[src/rtl/fft_pkg.sv]
// Shared types and constants for the FFT sink framer and its buffer.
package fft_pkg;

    localparam int SAMPLE_W = 14;

    typedef enum logic {
        IDLE = 1'b0,
        RUN  = 1'b1
    } framer_state_t;

    // Buffered beat layout; the framer packs its FIFO words in this order.
    typedef struct packed {
        logic                sop;
        logic                eop;
        logic [SAMPLE_W-1:0] sample_re;
        logic [SAMPLE_W-1:0] sample_im;
    } fifo_entry_t;

    localparam logic [1:0] SINK_ERR_NONE = 2'b00;

endpackage

[src/rtl/framer_fifo.sv]
// First-word-fall-through FIFO with a registered head; the head register
// counts toward DEPTH, so at most DEPTH words are held in total.
module framer_fifo #(
    parameter int DW    = 30,
    parameter int DEPTH = 16
) (
    input  logic          clk,
    input  logic          reset_n,
    input  logic          wr_i,
    input  logic [DW-1:0] wr_data_i,
    input  logic          rd_i,
    output logic [DW-1:0] rd_data_o,
    output logic          rd_valid_o,
    output logic          full_o,
    output logic          empty_o
);

    localparam int AW = $clog2(DEPTH);
    localparam int CW = AW + 1;

    logic [DW-1:0] mem_q [DEPTH];
    logic [AW-1:0] wr_ptr_q;
    logic [AW-1:0] rd_ptr_q;
    logic [CW-1:0] mem_cnt_q;
    logic [CW-1:0] mem_cnt_d;
    logic [CW-1:0] total_cnt;
    logic [DW-1:0] head_q;
    logic          head_valid_q;
    logic          pop;
    logic          load;

    // The head refills from storage whenever it is empty or being consumed.
    assign pop       = head_valid_q & rd_i;
    assign load      = (mem_cnt_q != '0) & (~head_valid_q | pop);
    assign mem_cnt_d = mem_cnt_q + CW'(wr_i) - CW'(load);
    assign total_cnt = mem_cnt_q + CW'(head_valid_q);

    always_ff @(posedge clk) begin
        if (wr_i) begin
            mem_q[wr_ptr_q] <= wr_data_i;
        end
    end

    always_ff @(posedge clk or negedge reset_n) begin
        if (!reset_n) begin
            wr_ptr_q     <= '0;
            rd_ptr_q     <= '0;
            mem_cnt_q    <= '0;
            head_q       <= '0;
            head_valid_q <= 1'b0;
        end else begin
            mem_cnt_q <= mem_cnt_d;
            if (wr_i) begin
                wr_ptr_q <= wr_ptr_q + AW'(1);
            end
            if (load) begin
                head_q       <= mem_q[rd_ptr_q];
                head_valid_q <= 1'b1;
                rd_ptr_q     <= rd_ptr_q + AW'(1);
            end else if (pop) begin
                head_valid_q <= 1'b0;
            end
        end
    end

    assign rd_data_o  = head_q;
    assign rd_valid_o = head_valid_q;
    assign full_o     = (total_cnt == CW'(DEPTH));
    assign empty_o    = (total_cnt == '0);

endmodule

[src/rtl/fft_sink_framer.sv]
// Frames the NCO sample stream into FRAME_LEN-sample Avalon-ST packets.
// Define FRAMER_DROP_CNT_EN to add the saturating drop_cnt output.
module fft_sink_framer
    import fft_pkg::*;
#(
    parameter int W          = SAMPLE_W,
    parameter int FRAME_LEN  = 1024,
    parameter int FIFO_DEPTH = 16
) (
    input  logic         clk,
    input  logic         reset_n,
    input  logic         en,
    input  logic         in_valid,
    input  logic [W-1:0] in_real,
    input  logic [W-1:0] in_imag,
    input  logic         sink_ready,
    output logic         sink_valid,
    output logic [W-1:0] sink_real,
    output logic [W-1:0] sink_imag,
    output logic         sink_sop,
    output logic         sink_eop,
    output logic [1:0]   sink_error,
    output logic         overflow,
    output logic         busy
`ifdef FRAMER_DROP_CNT_EN
    ,
    output logic [15:0]  drop_cnt
`endif
);

    localparam int CNTW = $clog2(FRAME_LEN);
    localparam int DW   = 2 * W + 2;

    framer_state_t state_q;
    framer_state_t state_d;
    logic [CNTW-1:0] cnt_q;
    logic [CNTW-1:0] cnt_d;
    logic            overflow_q;
    logic            push_req;
    logic            push;
    logic            pop;
    logic            drop;
    logic            at_eop;
    logic            fifo_full;
    logic            fifo_empty;
    logic [DW-1:0]   wr_data;
    logic [DW-1:0]   rd_data;

    // A pop in the same cycle frees a slot, so a full FIFO can still accept.
    assign push_req = (state_q == RUN) & in_valid;
    assign pop      = sink_valid & sink_ready;
    assign push     = push_req & (~fifo_full | pop);
    assign drop     = push_req & ~push;
    assign at_eop   = (cnt_q == CNTW'(FRAME_LEN - 1));
    assign wr_data  = {(cnt_q == '0), at_eop, in_real, in_imag};

    always_comb begin
        state_d = state_q;
        cnt_d   = cnt_q;
        case (state_q)
            IDLE: begin
                if (en) begin
                    state_d = RUN;
                end
            end
            RUN: begin
                if (push) begin
                    cnt_d = at_eop ? '0 : cnt_q + CNTW'(1);
                    if (at_eop && !en) begin
                        state_d = IDLE;
                    end
                end
            end
            default: state_d = IDLE;
        endcase
    end

    always_ff @(posedge clk or negedge reset_n) begin
        if (!reset_n) begin
            state_q    <= IDLE;
            cnt_q      <= '0;
            overflow_q <= 1'b0;
        end else begin
            state_q    <= state_d;
            cnt_q      <= cnt_d;
            overflow_q <= overflow_q | drop;
        end
    end

    framer_fifo #(
        .DW    (DW),
        .DEPTH (FIFO_DEPTH)
    ) u_fifo (
        .clk        (clk),
        .reset_n    (reset_n),
        .wr_i       (push),
        .wr_data_i  (wr_data),
        .rd_i       (sink_ready),
        .rd_data_o  (rd_data),
        .rd_valid_o (sink_valid),
        .full_o     (fifo_full),
        .empty_o    (fifo_empty)
    );

    assign {sink_sop, sink_eop, sink_real, sink_imag} = rd_data;
    assign sink_error = SINK_ERR_NONE;
    assign overflow   = overflow_q;
    assign busy       = (state_q == RUN) | ~fifo_empty;

`ifdef FRAMER_DROP_CNT_EN
    logic [15:0] drop_cnt_q;

    always_ff @(posedge clk or negedge reset_n) begin
        if (!reset_n) begin
            drop_cnt_q <= '0;
        end else if (drop && drop_cnt_q != 16'hFFFF) begin
            drop_cnt_q <= drop_cnt_q + 16'd1;
        end
    end

    assign drop_cnt = drop_cnt_q;
`endif

endmodule

[config.mk]
export PLATFORM = sky130hd
export DESIGN_NAME = fft_sink_framer
export DESIGN_NICKNAME = d
export VERILOG_FILES = /design/src/rtl/fft_pkg.sv /design/src/rtl/framer_fifo.sv /design/src/rtl/fft_sink_framer.sv
export SDC_FILE = /design/constraint.sdc
export NUM_CORES = 1
export LEC_CHECK = 0
export BUFFER_PORTS_ARGS = -buffer_cell sky130_fd_sc_hd__buf_2
export CELL_PAD_IN_SITES_DETAIL_PLACEMENT = 0
export CELL_PAD_IN_SITES_GLOBAL_PLACEMENT = 2
export CORE_ASPECT_RATIO = 1.1
export CORE_MARGIN = 2
export CORE_UTILIZATION = 30
export CTS_CLUSTER_SIZE = 12
export DETAILED_ROUTE_END_ITERATION = 16
export GPL_ROUTABILITY_DRIVEN = 0
export PLACE_DENSITY = 0.59
export SLEW_MARGIN = 20
export SYNTH_ARGS = -nofsm -noshare
export SYNTH_HDL_FRONTEND = slang
export SYNTH_HIERARCHICAL = 1
export SYNTH_SLANG_ARGS = --single-unit
[constraint.sdc]
create_clock -name clk -period 13.2 [get_ports clk]
set_input_delay 0.66 -clock clk [delete_from_list [all_inputs] [get_ports clk]]
set_output_delay 0.66 -clock clk [all_outputs]
set_load 0.02 [all_outputs]
; Word-level counts from Yosys, hierarchy flattened
; Memory sizes are Yosys's and may differ from the RTL's. A register that Yosys moved wholly into a read port is not among the register bits.
; Index checks and enable logic that the tools add are counted.
[classes]
n_addsub = 6
n_eq_ne = 2
mux = 9
reduce_logical = 8
n_bitwise = 14
[op_table]
columns = op, count
row1 = 10-bit by 1-bit adder with 10-bit output (second input constant), 1
row2 = 5-bit by 1-bit adder with 5-bit output, 2
row3 = 10-bit == test (second input constant), 1
row4 = 10-bit logical NOT, 1
row5 = 10-bit 2-to-1 mux, 1
row6 = 4-bit by 1-bit adder with 4-bit output (second input constant), 2
row7 = 1-bit 2-to-1 mux, 7
row8 = 1-bit bitwise AND, 5
row9 = 5-bit == test (second input constant), 1
row10 = 5-bit logical NOT, 1
row11 = 1-bit NOT, 5
row12 = 5-bit nonzero test, 1
row13 = 5-bit by 1-bit subtractor with 5-bit output, 1
row14 = 1-bit bitwise OR, 4
row15 = 1-bit logical NOT, 2
row16 = 1-bit case mux with 2 select lines, 1
row17 = 2-bit AND reduction, 1
row18 = 2-bit nonzero test, 1
row19 = 1-bit logical AND, 1
[word_totals]
in_bits = 33
regBits = 26
wordCells = 47
ram_bits = 480
out_inout_bits = 35
n_memories = 1
[mem_list]
columns = name, depth, width, read_ports, rd_ports_with_merged_regs, wr, line_no
row1 = u_fifo.mem_q, 16, 30, 1, 1, 1, framer_fifo.sv:21  ; logic [DW-1:0] mem_q [DEPTH];

; Longest topological paths before layout
; Gate-level depths: netlist of run 1.
[logic_depth]
depth_word = 8
depth_mapped = 15
mapped_depth_nobuf = 15

; By module
; Netlist of run 1, hierarchy kept.
[by_module_without_submodules]
columns = module, seq_area_each_um2, area_per_inst_um2, n_inst, cells_each
row1 = framer_fifo, 15514.9, 20215.6, 1, 904
row2 = fft_sink_framer, 300.3, 698.2, 1, 68

; Worst setup path after synthesis of run 1
; OpenSTA, ideal clock, no wires.
[synth_path]
path_kind = reg-to-reg
startpoint = reg u_fifo.head_valid_q (netlist: u_fifo/rd_valid_o)
endpoint = mem u_fifo.mem_q[3][0] (enable)
t_arrival_ps = 4150
setup_ps = 454
period_less_slack_ps = 4605
path_buffers = 1
stages_incl_launch_ff = 12
required_time_ps = 12746
path_slack_ps = 8595
cell_sequence = dfrtp_1 -> ha_1 -> ha_1 -> nand2_1 -> xor2_1 -> nor2_1 -> a21bo_1 -> nand3_4 -> inv_2 -> clkbuf_1 -> nand2_1 -> nor3_1
[synth_between]
elab_chain_len = 7
elab_cells_between_ends = 8
classes_between = add/sub (1) / eq/ne (1) / mux (2) / bitwise (4)
[synth_lines]
columns = item, line_no
row1 = "start, declared", framer_fifo.sv:28  ; logic head_valid_q;
row2 = "start signal, assigned", framer_fifo.sv:50  ; head_valid_q <= 1'b0;
row3 = "start signal, assigned", framer_fifo.sv:58  ; head_valid_q <= 1'b1;
row4 = "start signal, assigned", framer_fifo.sv:61  ; head_valid_q <= 1'b0;
row5 = 5-bit by 1-bit adder with 5-bit output, framer_fifo.sv:36  ; assign total_cnt = mem_cnt_q + CW'(head_valid_q);
row6 = 5-bit == test, framer_fifo.sv:68  ; assign full_o = (total_cnt == CW'(DEPTH));
row7 = named net fifo_full, fft_sink_framer.sv:44  ; logic fifo_full;
row8 = 1-bit NOT, fft_sink_framer.sv:52  ; assign push = push_req & (~fifo_full | pop);
row9 = 1-bit bitwise OR, fft_sink_framer.sv:52
row10 = 1-bit bitwise AND, fft_sink_framer.sv:52
row11 = named net push, fft_sink_framer.sv:40  ; logic push;
row12 = 1-bit 2-to-1 mux, framer_fifo.sv:39  ; if (wr_i) begin
row13 = 1-bit 2-to-1 mux (implied by the code), framer_fifo.sv:40  ; mem_q[wr_ptr_q] <= wr_data_i;
row14 = "end, declared", framer_fifo.sv:21
; The timed path passes the listed nets, and every way through them passes these cells.

; Worst setup path after layout of run 1
[layout_path]
startpoint = reg u_fifo.head_valid_q (netlist: u_fifo/rd_valid_o)
endpoint = mem u_fifo.mem_q[1][27] (enable)
; Same word-level chain as after synthesis.

==> metrics, run 1 <==
status=completed; ys async rst share=0.104; Hold WC Path Type=in -> async; wire length on met3=1600 um; largest net degree at the start of global routing=89; Achievable Freq=0.257 GHz; placed wire-length estimate=25,700 um; Std-Cell Rows=101; Cell Area, Synth=0.0209 mm^2; period utilization=0.294; Worst-Skew Late Latency=610 ps; Buf/Inv on CP=2; slew margin rel.=0.289; DR vias/cell=4.75; CTS Buffer Depth=3; post-synthesis compound-gate area fraction=0.0355; Die Width=256 um; max-slew violation count=0; Max H-tree Level=2; CP most frequent cell=ha_1; most frequent cells in the layout=edfxtp_1, mux4_2, buf_2; DR DRC count=0; initial antenna violation count=1; Setup CP Type=reg -> reg; xor/xnor share of the synthesized area=0.00838; vias in the first global route=10,400; Ports=68; Initial DRC Count=626; CTS Sinks=536; P_leak=7.79 nW; Synth area leader=edfxtp_1; ANT nets after route=0; PostCTS Resize Cnt=0; Hold Buf Count CTS=0; n_diodes=0; Critical Path Slowest Stage Cell=nor3_2; PwrDens=212 mW/mm^2; Max-Cap Viols=0; WL/cell=22.9 um; clock-pin slew on the worst setup and hold paths=60 ps; DIE HEIGHT=281 um; global route overflow=0; met1 WL=20,500 um; CP delay by family, top=simple AND/OR/NAND/NOR gates; Avg Inst Size Synth=21.5 um^2; unrepaired setup endpoints after global routing=no; Area Overhead vs Synth=15.6%; Post-Synth Simple-Gate Area=0.0242; routed via count=9,665; setup total negative slack=0 ps; Initial Utilization=0.303; Final min period=3890 ps; WL final=46,600 um; CTS buffer count=55; crit end category=register; post-synthesis mux area share=0.144; CTS tree=done; YS warnings=6; worst-margin pin slew=1070 ps; area of the die=0.0718 mm^2; CP arrival=4120 ps; area occupied by multi-input gates=0.00482 mm^2; nets=1,115; postcts setup bufs=0; CP startpoint kind=register; first-pass GRT wire length=70,000 um; share of layout cells above drive strength 1=0.308; peak supply drop=0.000145 V; routed wl met2=23,400 um; Final Hold Fails=0; Worst Skew=21.2 ps; Core Area=0.0690 mm^2; largest family of logic cells by synthesized area=multiplexers; most common library cell in the layout ignoring fill and taps=edfxtp_1; Synth area leaders=edfxtp_1, mux4_2, dfrtp_1; filler instances=6,475; post-synthesis sequential area ratio=0.756; biggest cell delay along the critical path=800 ps; clock root cell=clkbuf_16; Post-Synthesis Cells=972; register bit total from synthesis=536; Total GRT Usage=0.131; Main synth FF type=edfxtp_1; top cell type's share of synthesized area=0.689; register area=0.0158 mm^2; IO Port Bufs=65; Req. time, crit path=13,440 ps; Setup Viol. Count Final=0; crit-path max FO=22; drt first pass iters=4; Yosys cell types=52; CP Cell Sequence=ha_1, ha_1, xor2_1, or4_1, nor2_1, a21bo_1, nand3_4, inv_2, nand2_1, nor3_2, buf_4; top sig layer=met5; EDFF count, synth=480; Synth Area in Adders=0.0111; post-layout util=0.350
## cell type report
class	instances	share of cell area
clock buffer	87	0.0631
clock inverter	14	0.00559
inverter	21	0.00326
multi-input combinational	364	0.199
sequential	536	0.654
tap	927	0.0480
timing repair buffer	86	0.0261
## cells in the mapped netlist (2+ instances only)
cell type,number
a21oi_1,3
a221oi_2,30
buf_1,3
buf_12,3
buf_2,18
buf_4,7
buf_6,7
clkbuf_1,14
dfrtp_1,56
edfxtp_1,480
ha_1,17
inv_1,20
mux2i_1,30
mux4_2,120
nand2_1,13
nand2b_1,6
nand3_1,4
nand4_1,5
nor2_1,50
nor3_1,3
nor4_1,3
o21ai_0,2
o21ai_1,2
o22ai_1,30
xnor2_1,13
xor2_1,7
## path summary, 6_finish.rpt
| path | cells past startpoint | endpoint | start | slack (ps) |
|---|---|---|---|---|
| setup / recovery | 11 | u_fifo/mem_q[1][27] | u_fifo/rd_valid_o | 9310 |
| hold / removal | 1 | overflow | reset_n | 190 |
| setup reg to reg | 11 | u_fifo/mem_q[1][27] | u_fifo/rd_valid_o | 9310 |
| hold reg to reg | 1 | overflow | overflow | 490 |
| max in group asynchronous | 1 | u_fifo/rd_ptr_q[1] | reset_n | 12280 |
| min in group clk | 2 | state_q | en | 260 |
## worst register-to-register path, cell delays in order, from the launching register on
cell,delay (ps)
dfrtp_1,450
ha_1,250
ha_1,200
xor2_1,130
or4_1,140
nor2_1,50
a21bo_1,220
nand3_4,120
inv_2,260
nand2_1,290
nor3_2,810
buf_4,570
## power by group
group	total [W]	switching (W)	leakage, nW	internal, W
combinational	0.00141	0.000768	2.00	0.000645
sequential	0.00227	0.000187	4.98	0.00208
clock	0.00145	0.000640	0.798	0.000814
total	0.00514	0.00159	7.79	0.00354
## layer usage
layer | vias to the layer above | GRT usage
li1 | 4189 | -
met1 | 5234 | 0.170
met2 | 167 | 0.228
met3 | 73 | 0.0244
met4 | 2 | 0.0340
met5 | - | 0
## flip-flops by register name (all words and copies together), names as in the netlist
signal,count
u_fifo/mem_q,480
u_fifo/rd_data_o,30
cnt_q,10
u_fifo/mem_cnt_q,5
u_fifo/rd_ptr_q,4
u_fifo/wr_ptr_q,4
overflow,1
state_q,1
u_fifo/rd_valid_o,1
## kinds of logic after synthesis
family,Yosys count
other,1
flip-flops,536
buffers and inverters,73
adder cells (fa/ha/maj),18
AND/OR/NAND/NOR,98
XOR/XNOR,20
AO/OA/AOI/OAI,75
multiplexers,151
## through the flow
| stage | hold WS (ps) | cells | power [W] | setup slack [ps] | instance area [um^2] |
|---|---|---|---|---|---|
| final | 185 | 2035 | 0.00514 | 9310 | 24200 |
| after CTS | 207 | 2034 | 0.00523 | 9290 | 24100 |
| after global routing | 224 | 2035 | 0.00540 | 9040 | 24200 |
| after global placement | 489 | 1927 | 0.00373 | 9400 | 22300 |
| after floorplan | 364 | 973 | 0.00331 | 8600 | 20900 |
| after detailed placement | 493 | 1933 | 0.00376 | 9320 | 22500 |
(Power assumes the default switching activity.)
==> run 2: changes to the inputs <==
==> constraint.sdc (replaced) <==
create_clock -name clk -period 3.6 [get_ports clk]
set_input_delay 0.18 -clock clk [delete_from_list [all_inputs] [get_ports clk]]
set_output_delay 0.18 -clock clk [all_outputs]
set_load 0.02 [all_outputs]
==> run 2 against run 1 <==
Against the previous run: via count is 0.50% higher; final cell count rose by 2.5%; global-route usage rose by 0.25 points.
==> metrics, run 2 (same netlist as run 1, synthesis figures left out) <==
status=completed; clock-pin slew on the worst setup and hold paths=60 ps (about the same); slew margin rel.=0.281 (-0.00754); CTS buffer count=54 (-1.8%); CP startpoint kind=register; WL/cell=22.7 um (-0.98%); most common library cell in the layout ignoring fill and taps=edfxtp_1; final setup margin=298 ps (-9020 ps); ANT nets after route=0 (unchanged); nets=1,164 (+4.4%); CP Cell Sequence=ha_1, ha_1, nand2_1, xor2_1, nor2_1, a21bo_1, nand3_4, inv_2, nand2_1, nor2_4, buf_4; P_leak=8.03 nW (+3.1%); Worst-Skew Late Latency=610 ps (about the same); Area Overhead vs Synth=18.1%; Std-Cell Rows=101 (unchanged); Largest Register=u_fifo/mem_q; CTS Sinks=536 (unchanged); vias in the first global route=10,500 (+0.78%); number of flip-flops in the largest register=480 (unchanged); Buf/Inv on CP=2 (unchanged); CTS Buffer Depth=3 (unchanged); unrepaired setup endpoints after global routing=no; DR vias/cell=4.66 (-2.0%); period utilization=0.917 (+0.623); Hold Slack=283 ps (+97.9 ps); Placed Area=0.0227 mm^2 (+0.94%); Critical Path Slowest Stage Cell=nor2_4; routed via count=9,713 (+0.50%); Setup CP Type=reg -> reg; dpl ws=203 ps (-9120 ps); Final min period=3300 ps (-583 ps); CP delay by family, top=simple AND/OR/NAND/NOR gates; Die Width=256 um (unchanged); n_diodes=0 (unchanged); initial antenna violation count=0 (-1); CP arrival=3590 ps (-530 ps); area of the die=0.0718 mm^2 (unchanged); DR DRC count=0 (unchanged); Initial DRC Count=616 (-1.6%); biggest cell delay along the critical path=750 ps (-50 ps); Ports=68 (unchanged); Hold WC Path Type=in -> async; peak supply drop=0.000355 V (+140%); Setup Viol. Count Final=0 (unchanged); largest net degree at the start of global routing=57 (-36%); post-route cell area=0.0247 mm^2 (+2.2%); Max H-tree Level=2 (unchanged); Req. time, crit path=3890 ps (-9550 ps); share of layout cells above drive strength 1=0.309 (+0.00113); worst-margin pin slew=1080 ps (+8.77 ps); postcts setup bufs=0 (unchanged); Total GRT Usage=0.134 (+0.00253); setup total negative slack=0 ps (unchanged); Core Area=0.0690 mm^2 (unchanged); crit-path max FO=19 (-14%); clock root cell=clkbuf_16; Final Hold Fails=0 (unchanged); most frequent cells in the layout=edfxtp_1, mux4_2, buf_2; max-slew violation count=0 (unchanged); drt first pass iters=5 (+1); Achievable Freq=0.303 GHz (+18%); Initial Utilization=0.303 (unchanged); total power=0.0191 W (+270%); placed wire-length estimate=28,600 um (+11%); CTS tree=done; Max-Cap Viols=0 (unchanged); crit end category=register; DIE HEIGHT=281 um (unchanged); first-pass GRT wire length=71,200 um (+1.6%); Worst Skew=26.9 ps (+5.63 ps); PwrDens=774 mW/mm^2 (+260%); global route overflow=0 (unchanged); WL final=47,200 um (+1.5%); IO Port Bufs=65 (unchanged)
run 2: layout make-up:
cell class | instances | area [um^2]
tap | 927 | 1160
timing repair buffer | 136 | 1110
multi-input combinational | 364 | 4840
fill | 6405 | 44300
inverter | 21 | 78.8
sequential | 536 | 15800
clock inverter | 13 | 161
clock buffer | 89 | 1530
run 2: path summary, 6_finish.rpt:
check / cells past startpoint / endpoint / slack (ps) / startpoint
max: 11 / u_fifo/mem_q[14][17] / 300 / u_fifo/mem_cnt_q[0]
min: 2 / overflow / 280 / reset_n
max reg2reg: 11 / u_fifo/mem_q[14][17] / 300 / u_fifo/mem_cnt_q[0]
min reg2reg: 1 / overflow / 470 / overflow
max in group asynchronous: 2 / u_fifo/rd_ptr_q[1] / 2600 / reset_n
min in group clk: 3 / state_q / 350 / en
run 2: routing by layer:
| metal | share of wire | routed length, um | vias to the layer above | GRT usage |
|---|---|---|---|---|
| li1 | - | - | 4293 | - |
| met1 | 0.43 | 20300 | 5193 | 0.171 |
| met2 | 0.52 | 24500 | 169 | 0.239 |
| met3 | 0.035 | 1640 | 58 | 0.0205 |
| met4 | 0.017 | 800 | 0 | 0.0316 |
| met5 | 0 | 0 | - | 0 |
run 2: per-stage QoR:
step | utilization | instances
floorplan | - | 973
global placement | 0.327 | 1948
detailed placement | 0.329 | 1952
CTS | 0.358 | 2086
global route | 0.358 | 2086
finish | 0.358 | 2086
run 2: what timing repair did:
item                      4_1_cts  5_1_grt
resized for setup               0        0
hold endpoints to repair      498        0
hold buffers                   32        0
run 2: power breakdown:
group | switching (W) | internal (W) | leakage (nW) | total (W)
combinational | 0.00307 | 0.00250 | 2.24 | 0.00558
clock | 0.00232 | 0.00306 | 0.811 | 0.00537
sequential | 0.000532 | 0.00764 | 4.99 | 0.00817
==> run 3: changes to the inputs <==
==> constraint.sdc (replaced) <==
create_clock -name clk -period 3.6 [get_ports clk]
set_input_delay 0.72 -clock clk [delete_from_list [all_inputs] [get_ports clk]]
set_output_delay 0.72 -clock clk [all_outputs]
set_load 0.02 [all_outputs]
==> run 3 against run 2 <==
Against the previous run: highest routed layer unchanged; die area did not move; maximum frequency rose by 0.24%; global-route usage fell by 0.21 points; largest cell class unchanged; non-clock buffer count decreased by 32; utilization shrank 0.45 points.
==> metrics, run 3 (same netlist as run 1, synthesis figures left out) <==
status=completed; register area=0.0158 mm^2 (unchanged); clock root cell=clkbuf_16; WL/cell=22.8 um (+0.61%); Hold WC Path Type=in -> async; Max-Cap Viols=0 (unchanged); biggest cell delay along the critical path=500 ps (-250 ps); DIE HEIGHT=281 um (unchanged); PostCTS Resize Cnt=0 (unchanged); Req. time, crit path=4080 ps (+190 ps); CTS buffer count=54 (unchanged); drt first pass iters=6 (+1); Core Area=0.0690 mm^2 (unchanged); number of flip-flops in the largest register=480 (unchanged); CTS tree=done; WL final=46,800 um (-0.98%); Final Hold Fails=0 (unchanged); CP Cell Sequence=ha_1, ha_1, xor2_1, or4_1, nor2_1, a21bo_1, nand3_4, inv_2, buf_4, ha_1, inv_1, fa_1, inv_1, a21oi_1, o21bai_1, xnor2_1; nets=1,132 (-2.7%); Initial Utilization=0.303 (unchanged); r2r worst-path depth=16 (+5); Clock power frac=0.280 (about the same); Buf/Inv on CP=4 (+2); Initial DRC Count=687 (+12%); CP startpoint kind=register; most frequent cells in the layout=edfxtp_1, mux4_2, buf_2; sw frac=0.309 (-0.00126); initial antenna violation count=0 (unchanged); vias in the first global route=10,400 (-0.96%); max-slew violation count=0 (unchanged); DR vias/cell=4.65 (-0.17%); CP arrival=3770 ps (+180 ps); PwrDens=781 mW/mm^2 (+0.92%); internal power=0.0132 W (-0.16%); Max H-tree Level=2 (unchanged); crit end category=register; WP depth=16 (+5); period utilization=0.915 (-0.00219); Worst Skew=22.9 ps (-3.99 ps); share of layout cells above drive strength 1=0.321 (+0.0117); placed wire-length estimate=27,800 um (-2.7%); Total GRT Usage=0.132 (-0.00214); unrepaired setup endpoints after global routing=no; Final min period=3290 ps (-7.87 ps); first-pass GRT wire length=70,400 um (-1.2%); routed via count=9,543 (-1.8%); area occupied by multi-input gates=0.00484 mm^2 (unchanged); IO Port Bufs=65 (unchanged); CP delay by family, top=adder cells; ANT nets after route=0 (unchanged); crit-path max FO=12 (-7); peak supply drop=0.000336 V (-5.3%); Setup CP Type=reg -> reg; Area Overhead vs Synth=16.6%; Setup Viol. Count Final=0 (unchanged); DR DRC count=0 (unchanged); worst-margin pin slew=1040 ps (-31.2 ps); CTS Sinks=536 (unchanged); Comb power frac=0.291 (about the same); Hold Buf Count CTS=0 (-100%); Largest Register=u_fifo/mem_q; most common library cell in the layout ignoring fill and taps=edfxtp_1; Worst-Skew Late Latency=610 ps (about the same); P_leak=7.91 nW (-1.6%); clock-pin slew on the worst setup and hold paths=60 ps (about the same); R2R Setup Slk=310 ps (about the same); CTS Buffer Depth=3 (unchanged); Flop pwr share=0.429 (+0.002); postcts setup bufs=0 (unchanged); switching pwr=0.00588 W (-0.75%); n_diodes=0 (unchanged); Critical Path Slowest Stage Cell=or4_1; filler instances=6,446 (+0.64%); Std-Cell Rows=101 (unchanged); global route overflow=0 (unchanged); area of the die=0.0718 mm^2 (unchanged); Achievable Freq=0.304 GHz (+0.24%); CP most frequent cell=ha_1; slew margin rel.=0.299 (+0.0173); setup total negative slack=0 ps (unchanged); largest net degree at the start of global routing=57 (unchanged); Die Width=256 um (unchanged); Ports=68 (unchanged); total power=0.0191 W (-0.34%)
-- run 3: changes by cell type in the layout (fill, tap and decap cells not counted), moves of 2 or more --
cell,change
buf_4,-2
clkinv_1,-3
clkinv_2,+2
clkinv_8,-2
dlygate4sd3_1,-32
-- run 3: layout make-up --
class / count / area share
flip-flops and latches: 536 / 0.649
multi-input cells: 364 / 0.198
clock buffers: 90 / 0.0643
well taps: 927 / 0.0475
repair buffers: 104 / 0.0338
clock inverters: 11 / 0.00426
inverters: 21 / 0.00323
-- run 3: path summary, 6_finish.rpt --
| path | from | to |
|---|---|---|
| worst max-delay path | u_fifo/mem_cnt_q[0] | u_fifo/mem_cnt_q[4] |
| worst min-delay path | reset_n | u_fifo/rd_data_o[24] |
| worst max register to register | u_fifo/mem_cnt_q[0] | u_fifo/mem_cnt_q[4] |
| worst min register to register | overflow | overflow |
| max in group asynchronous | reset_n | u_fifo/rd_ptr_q[1] |
| min in group clk | en | state_q |
-- run 3: power by group through the flow --
stage	registers [W]	logic, W	clock network [W]
after global placement	0.00831	0.00566	0
after detailed placement	0.00833	0.00566	0
after floorplan	0.00823	0.00393	0
final	0.00818	0.00554	0.00534
after CTS	0.00821	0.00567	0.00551
after global routing	0.00828	0.00600	0.00574
-- run 3: stage by stage --
stage               hold slack (ps)  std cells  cell area, um^2  worst slack (ps)  utilization
floorplan                       424        973            20900              -203            -
global placement                500       1948            22600               304        0.328
detailed placement              498       1948            22600               242        0.328
CTS                             272       2049            24300               253        0.352
global route                    308       2053            24400              54.2        0.354
finish                          263       2053            24400               306        0.354
-- run 3: worst register-to-register path, delay by kind of cell, from the launching register on --
kind	cells	cell delay, ps
buffers and inverters	4	400
and+or+nand+nor	3	770
DFF	1	400
AOI/OAI and AO/OA	3	470
adders and majority gates	4	870
xor gates and xnor gates	2	270
-- run 3: layer usage --
layer	wire [um]	vias up	track usage
met2	23800	147	0.228
met1	20400	5099	0.171
met5	0	-	0
li1	-	4233	-
met3	1610	64	0.0219
met4	985	0	0.0375
